==> src/rtl/mem_port_arbiter_pkg.sv <==
// Shared types for the instruction/data memory port arbiter.
package mem_port_arbiter_pkg;

    localparam int unsigned DEF_STARVE_LIMIT = 4;

    // Which requester owns the read data returning from the RAM this cycle.
    typedef enum logic [1:0] {
        RSP_NONE = 2'd0,
        RSP_IF   = 2'd1,
        RSP_D    = 2'd2
    } rsp_owner_e;

    // Control half of a RAM access.
    typedef struct packed {
        logic       en;
        logic       we;
        logic [3:0] be;
    } mem_ctrl_t;

    localparam mem_ctrl_t MEM_CTRL_IDLE = '0;

endpackage

==> src/rtl/mem_port_arbiter_if.sv <==
// Fetch, data and RAM-side signals of the memory port arbiter.
interface mem_port_arbiter_if #(
    parameter int unsigned AW = 32
);
    // fetch port
    logic          i_if_req;
    logic [AW-1:0] i_if_addr;
    logic          o_if_gnt;
    logic          o_if_rvalid;
    logic [31:0]   o_if_rdata;
    // data port
    logic          i_d_req;
    logic          i_d_we;
    logic [3:0]    i_d_be;
    logic [AW-1:0] i_d_addr;
    logic [31:0]   i_d_wdata;
    logic          o_d_gnt;
    logic          o_d_rvalid;
    logic [31:0]   o_d_rdata;
    // single-port synchronous RAM
    logic          o_mem_en;
    logic          o_mem_we;
    logic [3:0]    o_mem_be;
    logic [AW-3:0] o_mem_addr;
    logic [31:0]   o_mem_wdata;
    logic [31:0]   i_mem_rdata;

    // Arbiter side.
    modport slave (
        input  i_if_req, i_if_addr,
        input  i_d_req, i_d_we, i_d_be, i_d_addr, i_d_wdata,
        input  i_mem_rdata,
        output o_if_gnt, o_if_rvalid, o_if_rdata,
        output o_d_gnt, o_d_rvalid, o_d_rdata,
        output o_mem_en, o_mem_we, o_mem_be, o_mem_addr, o_mem_wdata
    );

    // Requesters plus RAM side.
    modport master (
        output i_if_req, i_if_addr,
        output i_d_req, i_d_we, i_d_be, i_d_addr, i_d_wdata,
        output i_mem_rdata,
        input  o_if_gnt, o_if_rvalid, o_if_rdata,
        input  o_d_gnt, o_d_rvalid, o_d_rdata,
        input  o_mem_en, o_mem_we, o_mem_be, o_mem_addr, o_mem_wdata
    );

endinterface

==> src/rtl/mem_port_arbiter.sv <==
// Arbitrates a fetch port and a data port onto one synchronous single-port RAM.
// Data has priority; a saturating starve counter forces a fetch grant after
// STARVE_LIMIT consecutive data grants while fetch is waiting.
module mem_port_arbiter
    import mem_port_arbiter_pkg::*;
#(
    parameter int unsigned STARVE_LIMIT = DEF_STARVE_LIMIT,
    parameter int unsigned AW           = 32
) (
    input  logic              i_clk,
    input  logic              i_reset_n,
    mem_port_arbiter_if.slave bus
);

    localparam int unsigned    CW    = $clog2(STARVE_LIMIT + 1);
    localparam logic [CW-1:0]  LIMIT = CW'(STARVE_LIMIT);

    logic [CW-1:0] starve_q, starve_d;
    rsp_owner_e    rsp_q, rsp_d;

    logic          starve_hit;
    logic          if_gnt;
    logic          d_gnt;
    mem_ctrl_t     mem_ctrl;
    logic [AW-3:0] mem_addr;
    logic [31:0]   mem_wdata;
    logic          if_rvalid, d_rvalid;
    logic [31:0]   if_rdata, d_rdata;

    // Byte offset bits are irrelevant to a word-wide RAM.
    logic unused_addr_lsbs;
    assign unused_addr_lsbs = ^{bus.i_if_addr[1:0], bus.i_d_addr[1:0]};

    // Grant decision: data first unless fetch has been starved long enough.
    always_comb begin
        starve_hit = (starve_q == LIMIT);
        if_gnt     = 1'b0;
        d_gnt      = 1'b0;
        if (i_reset_n) begin
            if (bus.i_if_req && (starve_hit || !bus.i_d_req)) begin
                if_gnt = 1'b1;
            end else if (bus.i_d_req) begin
                d_gnt = 1'b1;
            end
        end
    end

    // Route the granted requester onto the RAM port.
    always_comb begin
        mem_ctrl  = MEM_CTRL_IDLE;
        mem_addr  = '0;
        mem_wdata = '0;
        if (if_gnt) begin
            mem_ctrl = '{en: 1'b1, we: 1'b0, be: 4'hF};
            mem_addr = bus.i_if_addr[AW-1:2];
        end else if (d_gnt) begin
            mem_ctrl  = '{en: 1'b1, we: bus.i_d_we, be: bus.i_d_be};
            mem_addr  = bus.i_d_addr[AW-1:2];
            mem_wdata = bus.i_d_wdata;
        end
    end

    // Starve counter next state: counts data wins over a waiting fetch.
    always_comb begin
        starve_d = starve_q;
        if (if_gnt || !bus.i_if_req) begin
            starve_d = '0;
        end else if (d_gnt && !starve_hit) begin
            starve_d = starve_q + CW'(1);
        end
    end

    // Response owner next state and read-data steering.
    always_comb begin
        rsp_d     = RSP_NONE;
        if_rvalid = 1'b0;
        d_rvalid  = 1'b0;
        if_rdata  = '0;
        d_rdata   = '0;
        if (if_gnt) begin
            rsp_d = RSP_IF;
        end else if (d_gnt) begin
            rsp_d = RSP_D;
        end
        case (rsp_q)
            RSP_IF: begin
                if_rvalid = 1'b1;
                if_rdata  = bus.i_mem_rdata;
            end
            RSP_D: begin
                d_rvalid = 1'b1;
                d_rdata  = bus.i_mem_rdata;
            end
            default: ;
        endcase
    end

    // State registers.
    always_ff @(posedge i_clk or negedge i_reset_n) begin
        if (!i_reset_n) begin
            starve_q <= '0;
            rsp_q    <= RSP_NONE;
        end else begin
            starve_q <= starve_d;
            rsp_q    <= rsp_d;
        end
    end

    assign bus.o_if_gnt    = if_gnt;
    assign bus.o_d_gnt     = d_gnt;
    assign bus.o_mem_en    = mem_ctrl.en;
    assign bus.o_mem_we    = mem_ctrl.we;
    assign bus.o_mem_be    = mem_ctrl.be;
    assign bus.o_mem_addr  = mem_addr;
    assign bus.o_mem_wdata = mem_wdata;
    assign bus.o_if_rvalid = if_rvalid;
    assign bus.o_if_rdata  = if_rdata;
    assign bus.o_d_rvalid  = d_rvalid;
    assign bus.o_d_rdata   = d_rdata;

endmodule

==> src/flat_wrapper.sv <==
// flat-port wrapper written by rule: the top's interface ports become plain ports
module mem_port_arbiter_flat import mem_port_arbiter_pkg::*;
#(
    parameter int unsigned STARVE_LIMIT = DEF_STARVE_LIMIT,
    parameter int unsigned AW           = 32
)
  (i_clk, i_reset_n, bus_i_if_req, bus_i_if_addr, bus_i_d_req, bus_i_d_we, bus_i_d_be, bus_i_d_addr, bus_i_d_wdata, bus_i_mem_rdata, bus_o_if_gnt, bus_o_if_rvalid, bus_o_if_rdata, bus_o_d_gnt, bus_o_d_rvalid, bus_o_d_rdata, bus_o_mem_en, bus_o_mem_we, bus_o_mem_be, bus_o_mem_addr, bus_o_mem_wdata);
  mem_port_arbiter_if #(.AW(AW)) bus_i ();
  input  logic i_clk;
  input  logic i_reset_n;
  input wire logic [$bits(bus_i.i_if_req)-1:0] bus_i_if_req;
  input wire logic [$bits(bus_i.i_if_addr)-1:0] bus_i_if_addr;
  input wire logic [$bits(bus_i.i_d_req)-1:0] bus_i_d_req;
  input wire logic [$bits(bus_i.i_d_we)-1:0] bus_i_d_we;
  input wire logic [$bits(bus_i.i_d_be)-1:0] bus_i_d_be;
  input wire logic [$bits(bus_i.i_d_addr)-1:0] bus_i_d_addr;
  input wire logic [$bits(bus_i.i_d_wdata)-1:0] bus_i_d_wdata;
  input wire logic [$bits(bus_i.i_mem_rdata)-1:0] bus_i_mem_rdata;
  output wire logic [$bits(bus_i.o_if_gnt)-1:0] bus_o_if_gnt;
  output wire logic [$bits(bus_i.o_if_rvalid)-1:0] bus_o_if_rvalid;
  output wire logic [$bits(bus_i.o_if_rdata)-1:0] bus_o_if_rdata;
  output wire logic [$bits(bus_i.o_d_gnt)-1:0] bus_o_d_gnt;
  output wire logic [$bits(bus_i.o_d_rvalid)-1:0] bus_o_d_rvalid;
  output wire logic [$bits(bus_i.o_d_rdata)-1:0] bus_o_d_rdata;
  output wire logic [$bits(bus_i.o_mem_en)-1:0] bus_o_mem_en;
  output wire logic [$bits(bus_i.o_mem_we)-1:0] bus_o_mem_we;
  output wire logic [$bits(bus_i.o_mem_be)-1:0] bus_o_mem_be;
  output wire logic [$bits(bus_i.o_mem_addr)-1:0] bus_o_mem_addr;
  output wire logic [$bits(bus_i.o_mem_wdata)-1:0] bus_o_mem_wdata;
  assign bus_i.i_if_req = bus_i_if_req;
  assign bus_i.i_if_addr = bus_i_if_addr;
  assign bus_i.i_d_req = bus_i_d_req;
  assign bus_i.i_d_we = bus_i_d_we;
  assign bus_i.i_d_be = bus_i_d_be;
  assign bus_i.i_d_addr = bus_i_d_addr;
  assign bus_i.i_d_wdata = bus_i_d_wdata;
  assign bus_i.i_mem_rdata = bus_i_mem_rdata;
  assign bus_o_if_gnt = bus_i.o_if_gnt;
  assign bus_o_if_rvalid = bus_i.o_if_rvalid;
  assign bus_o_if_rdata = bus_i.o_if_rdata;
  assign bus_o_d_gnt = bus_i.o_d_gnt;
  assign bus_o_d_rvalid = bus_i.o_d_rvalid;
  assign bus_o_d_rdata = bus_i.o_d_rdata;
  assign bus_o_mem_en = bus_i.o_mem_en;
  assign bus_o_mem_we = bus_i.o_mem_we;
  assign bus_o_mem_be = bus_i.o_mem_be;
  assign bus_o_mem_addr = bus_i.o_mem_addr;
  assign bus_o_mem_wdata = bus_i.o_mem_wdata;
  mem_port_arbiter #(.STARVE_LIMIT(STARVE_LIMIT), .AW(AW)) u_core (.i_clk(i_clk), .i_reset_n(i_reset_n), .bus(bus_i));
endmodule
==> config.mk <==
export PLATFORM = sky130hd
export DESIGN_NAME = mem_port_arbiter_flat
export DESIGN_NICKNAME = d
export VERILOG_FILES = /design/src/rtl/mem_port_arbiter_pkg.sv /design/src/rtl/mem_port_arbiter_if.sv /design/src/rtl/mem_port_arbiter.sv /design/src/flat_wrapper.sv
export SDC_FILE = /design/constraint.sdc
export NUM_CORES = 1
export LEC_CHECK = 0
export CAP_MARGIN = 20
export CELL_PAD_IN_SITES_DETAIL_PLACEMENT = 0
export CELL_PAD_IN_SITES_GLOBAL_PLACEMENT = 1
export CORE_AREA = 2 2 104 106
export CTS_CLUSTER_DIAMETER = 100
export CTS_CLUSTER_SIZE = 12
export DETAILED_ROUTE_END_ITERATION = 10
export DIE_AREA = 0 0 106 108
export DONT_BUFFER_PORTS = 1
export PLACE_DENSITY = 0.47
export SETUP_SLACK_MARGIN = 0.02
export SYNTH_ARGS = -nofsm -noshare
export SYNTH_HDL_FRONTEND = slang
export SYNTH_SLANG_ARGS = --single-unit
==> constraint.sdc <==
create_clock -name i_clk -period 2.36 [get_ports i_clk]
set_input_delay 0 -clock i_clk [delete_from_list [all_inputs] [get_ports i_clk]]
set_output_delay 0 -clock i_clk [all_outputs]
set_load 0.02 [all_outputs]
==> results_dict.tcl <==
set metrics [dict create \
    status "complete, no violations" \
    area_growth_pct 14.1 \
    vias 1400 \
    ys_ff_latch 5 \
    cts_resized 0 \
    synth_fa_ha_area_frac 0.0188 \
    cts_root_buf "clkbuf_8" \
    min_period_ns 1.97 \
    via_per_inst 4.52 \
    gp_congestion 0.747 \
    synth-simple-area-share 0.510 \
    crit_type "reg -> out" \
    syn-mean-instance-area_sq_um 7.51 \
    rsz0062_at_grt "no" \
    synth_top_family_by_area "simple AND/OR/NAND/NOR gates" \
    grt_pass1_vias 1195 \
    multiInputGateArea_sq_um 1080 \
    final.period_utilization 0.836 \
    critPathRequiredTime_ns 2.36 \
    r2r_end "u_core.rsp_q[1]" \
    worstMarginPinSlew_ns 0.851 \
    track_usage 0.0796 \
    io_buffer_count 0 \
    cts_setup_buffers 0 \
    grt-ovfl-total 0 \
    p_leak_nw 0.614 \
    swShare 0.472 \
    hp-start "bus_i_d_req" \
    postCtsHoldBufs 4 \
    cts_buffers 3 \
    min_to "u_core.rsp_q[0]" \
    synthCells 177 \
    seq_power_share 0.172 \
    ant_nets 0 \
    drive_above_1_share 0.0805 \
    cts.sinks 5 \
    clk-insertion-delay-late_ns 0.22 \
    cp_data_arrival_time_ns 1.97 \
    wl_per_cell_microns 18.0 \
    fp-row-count 37 \
    power.internal_w 0.000280 \
    ioPinCount 273 \
    seqCellArea_sq_um 125 \
    htree_levels 1 \
    fmax_mhz 507 \
    layout_common_cells "and2_1, a22o_1, buf_4, dfrtp_1" \
    ff2ff_path_depth 4 \
    comb_power_share 0.524 \
    setup_viol 0 \
    nets 314 \
    synth_compound_area_frac 0.273 \
    rr_startpoint "u_core.starve_q[0]" \
    hold_depth 2 \
    slew_violations 0 \
    worstSetupStartpoint "u_core.starve_q[0]" \
    die_area_sq_um 11400 \
    drt-pass1-iter-count 4 \
    layout_commonest_cell "and2_1" \
    ir_drop_uv 107 \
    start_util 0.130 \
    synth.distinct_cells 22 \
    yosysSeqAreaShare 0.0942 \
    cellPowerDensity_nw_per_um2 349 \
    drtIter0Drc 83 \
    cts_max_path_buffers 2 \
    skew_ns 0.00190 \
    clkSlewWorstSetupHoldPaths_ns 0.04 \
    reg2reg_slack_ns 0.79 \
    maxCapViolations 0 \
    synth_nets 316 \
    syn_area_sq_um 1330 \
    synth_mux_area_frac 0 \
    placed_cell_area_sq_um 1430 \
    synth-xor-area-share 0 \
    yosys_warnings 0 \
    clkPwrFrac 0.304 \
    die_h_microns 108 \
    fin_tns_setup_ns 0 \
    wirelength_mm 5.57 \
    core_sq_um 10200 \
    dp_hpwl_mm 4.81 \
    fin_area_sq_um 1520 \
    die_w_microns 106 \
    p_sw_w 0.000250 \
    grt_max_degree 41 \
    relSlewSlack 0.430 \
    worstSetupStartpointType "flop" \
    grt_pass1_wl_mm 6.76 \
    hold_path.class "in -> reg" \
    drc 0 \
    end_kind "output port" \
    antenna_found_initial 0 \
    diodes 0 \
    critical_path.max_fanout 36 \
    cts_tree "yes" \
    fill_cells 1176 \
    hold_viol 0 \
]
critical path, cell delays in order (launching register included):
cell and delay [ns]:
dfrtp_1 0.39, inv_1 0.08, ha_1 0.31, a21boi_4 0.11
nor2_4 0.11, buf_4 0.36, a22o_1 0.36
per-layer routing:
| metal | track usage | routed length (microns) | up-vias |
|---|---|---|---|
| li1 | - | - | 588 |
| met1 | 0.0887 | 1990 | 642 |
| met2 | 0.161 | 3080 | 166 |
| met3 | 0.0108 | 481 | 4 |
| met4 | 0.0141 | 27 | 0 |
| met5 | 0 | 0 | - |
logic make-up (layout without fill, tap and decap cells):
group / Yosys count / count (layout)
DFF: 5 / 5
and+or+nand+nor: 109 / 109
adders and majority gates: 2 / 2
buffers and inverters: 20 / 17
AOI/OAI and AO/OA: 41 / 41
power by group through the flow:
stage / clock (W) / sequential (W) / combinational (W)
after CTS: 0.000164 / 0.0000911 / 0.000281
after detailed placement: 0 / 0.0000922 / 0.000270
final: 0.000161 / 0.0000910 / 0.000278
after global placement: 0 / 0.0000921 / 0.000272
after global routing: 0.000169 / 0.0000913 / 0.000293
after floorplan: 0 / 0.0000914 / 0.000256
registers in the layout (all words and copies together) (netlist names):
signal           flops
u_core.starve_q      3
u_core.rsp_q         2
how the worst max path moves through the flow:
stage | slack (ns) | to | cells after the start
global placement | 0.64 | bus_o_mem_addr[1] | 6
floorplan | 0.93 | bus_o_mem_addr[24] | 6
CTS | 0.38 | bus_o_mem_addr[1] | 6
finish | 0.39 | bus_o_mem_addr[1] | 6
detailed placement | 0.62 | bus_o_mem_addr[1] | 6
global route | 0.27 | bus_o_mem_addr[25] | 6
cell type report:
cell class	count	area share
clock buffer	4	0.0297
sequential	5	0.0825
multi-input combinational	152	0.712
timing repair buffer	10	0.0561
inverter	3	0.00743
tap	136	0.112
synth_stat cells:
library cell / count / share of area
and2_1: 97 / 0.46
a22o_1: 30 / 0.20
buf_6: 7 / 0.059
clkbuf_1: 6 / 0.017
dfrtp_1: 5 / 0.094
a31o_1: 4 / 0.026
nand2_1: 4 / 0.011
a21boi_1: 3 / 0.017
inv_1: 3 / 0.0085
buf_2: 2 / 0.0075
buf_4: 2 / 0.011
ha_1: 2 / 0.019
nand3_1: 2 / 0.0075
nor2b_1: 2 / 0.0094
a21boi_4: 1 / 0.014
a31oi_1: 1 / 0.0047
a31oi_2: 1 / 0.0094
nand4b_1: 1 / 0.0066
nor2_4: 1 / 0.0085
nor3b_1: 1 / 0.0057
o21ai_0: 1 / 0.0038
or2_1: 1 / 0.0047
through the flow:
step	cells	utilization	setup slack (ns)	total power, W	hold slack (ns)
2_1_floorplan	177	-	0.934	0.000348	-0.296
3_3_place_gp	302	0.140	0.639	0.000364	-0.295
3_5_place_dp	302	0.140	0.617	0.000363	-0.295
4_1_cts	310	0.148	0.378	0.000536	0.0530
5_1_grt	310	0.148	0.271	0.000554	0.0609
6_report	310	0.148	0.387	0.000530	0.0540
Power figures use the tool's default switching activity.
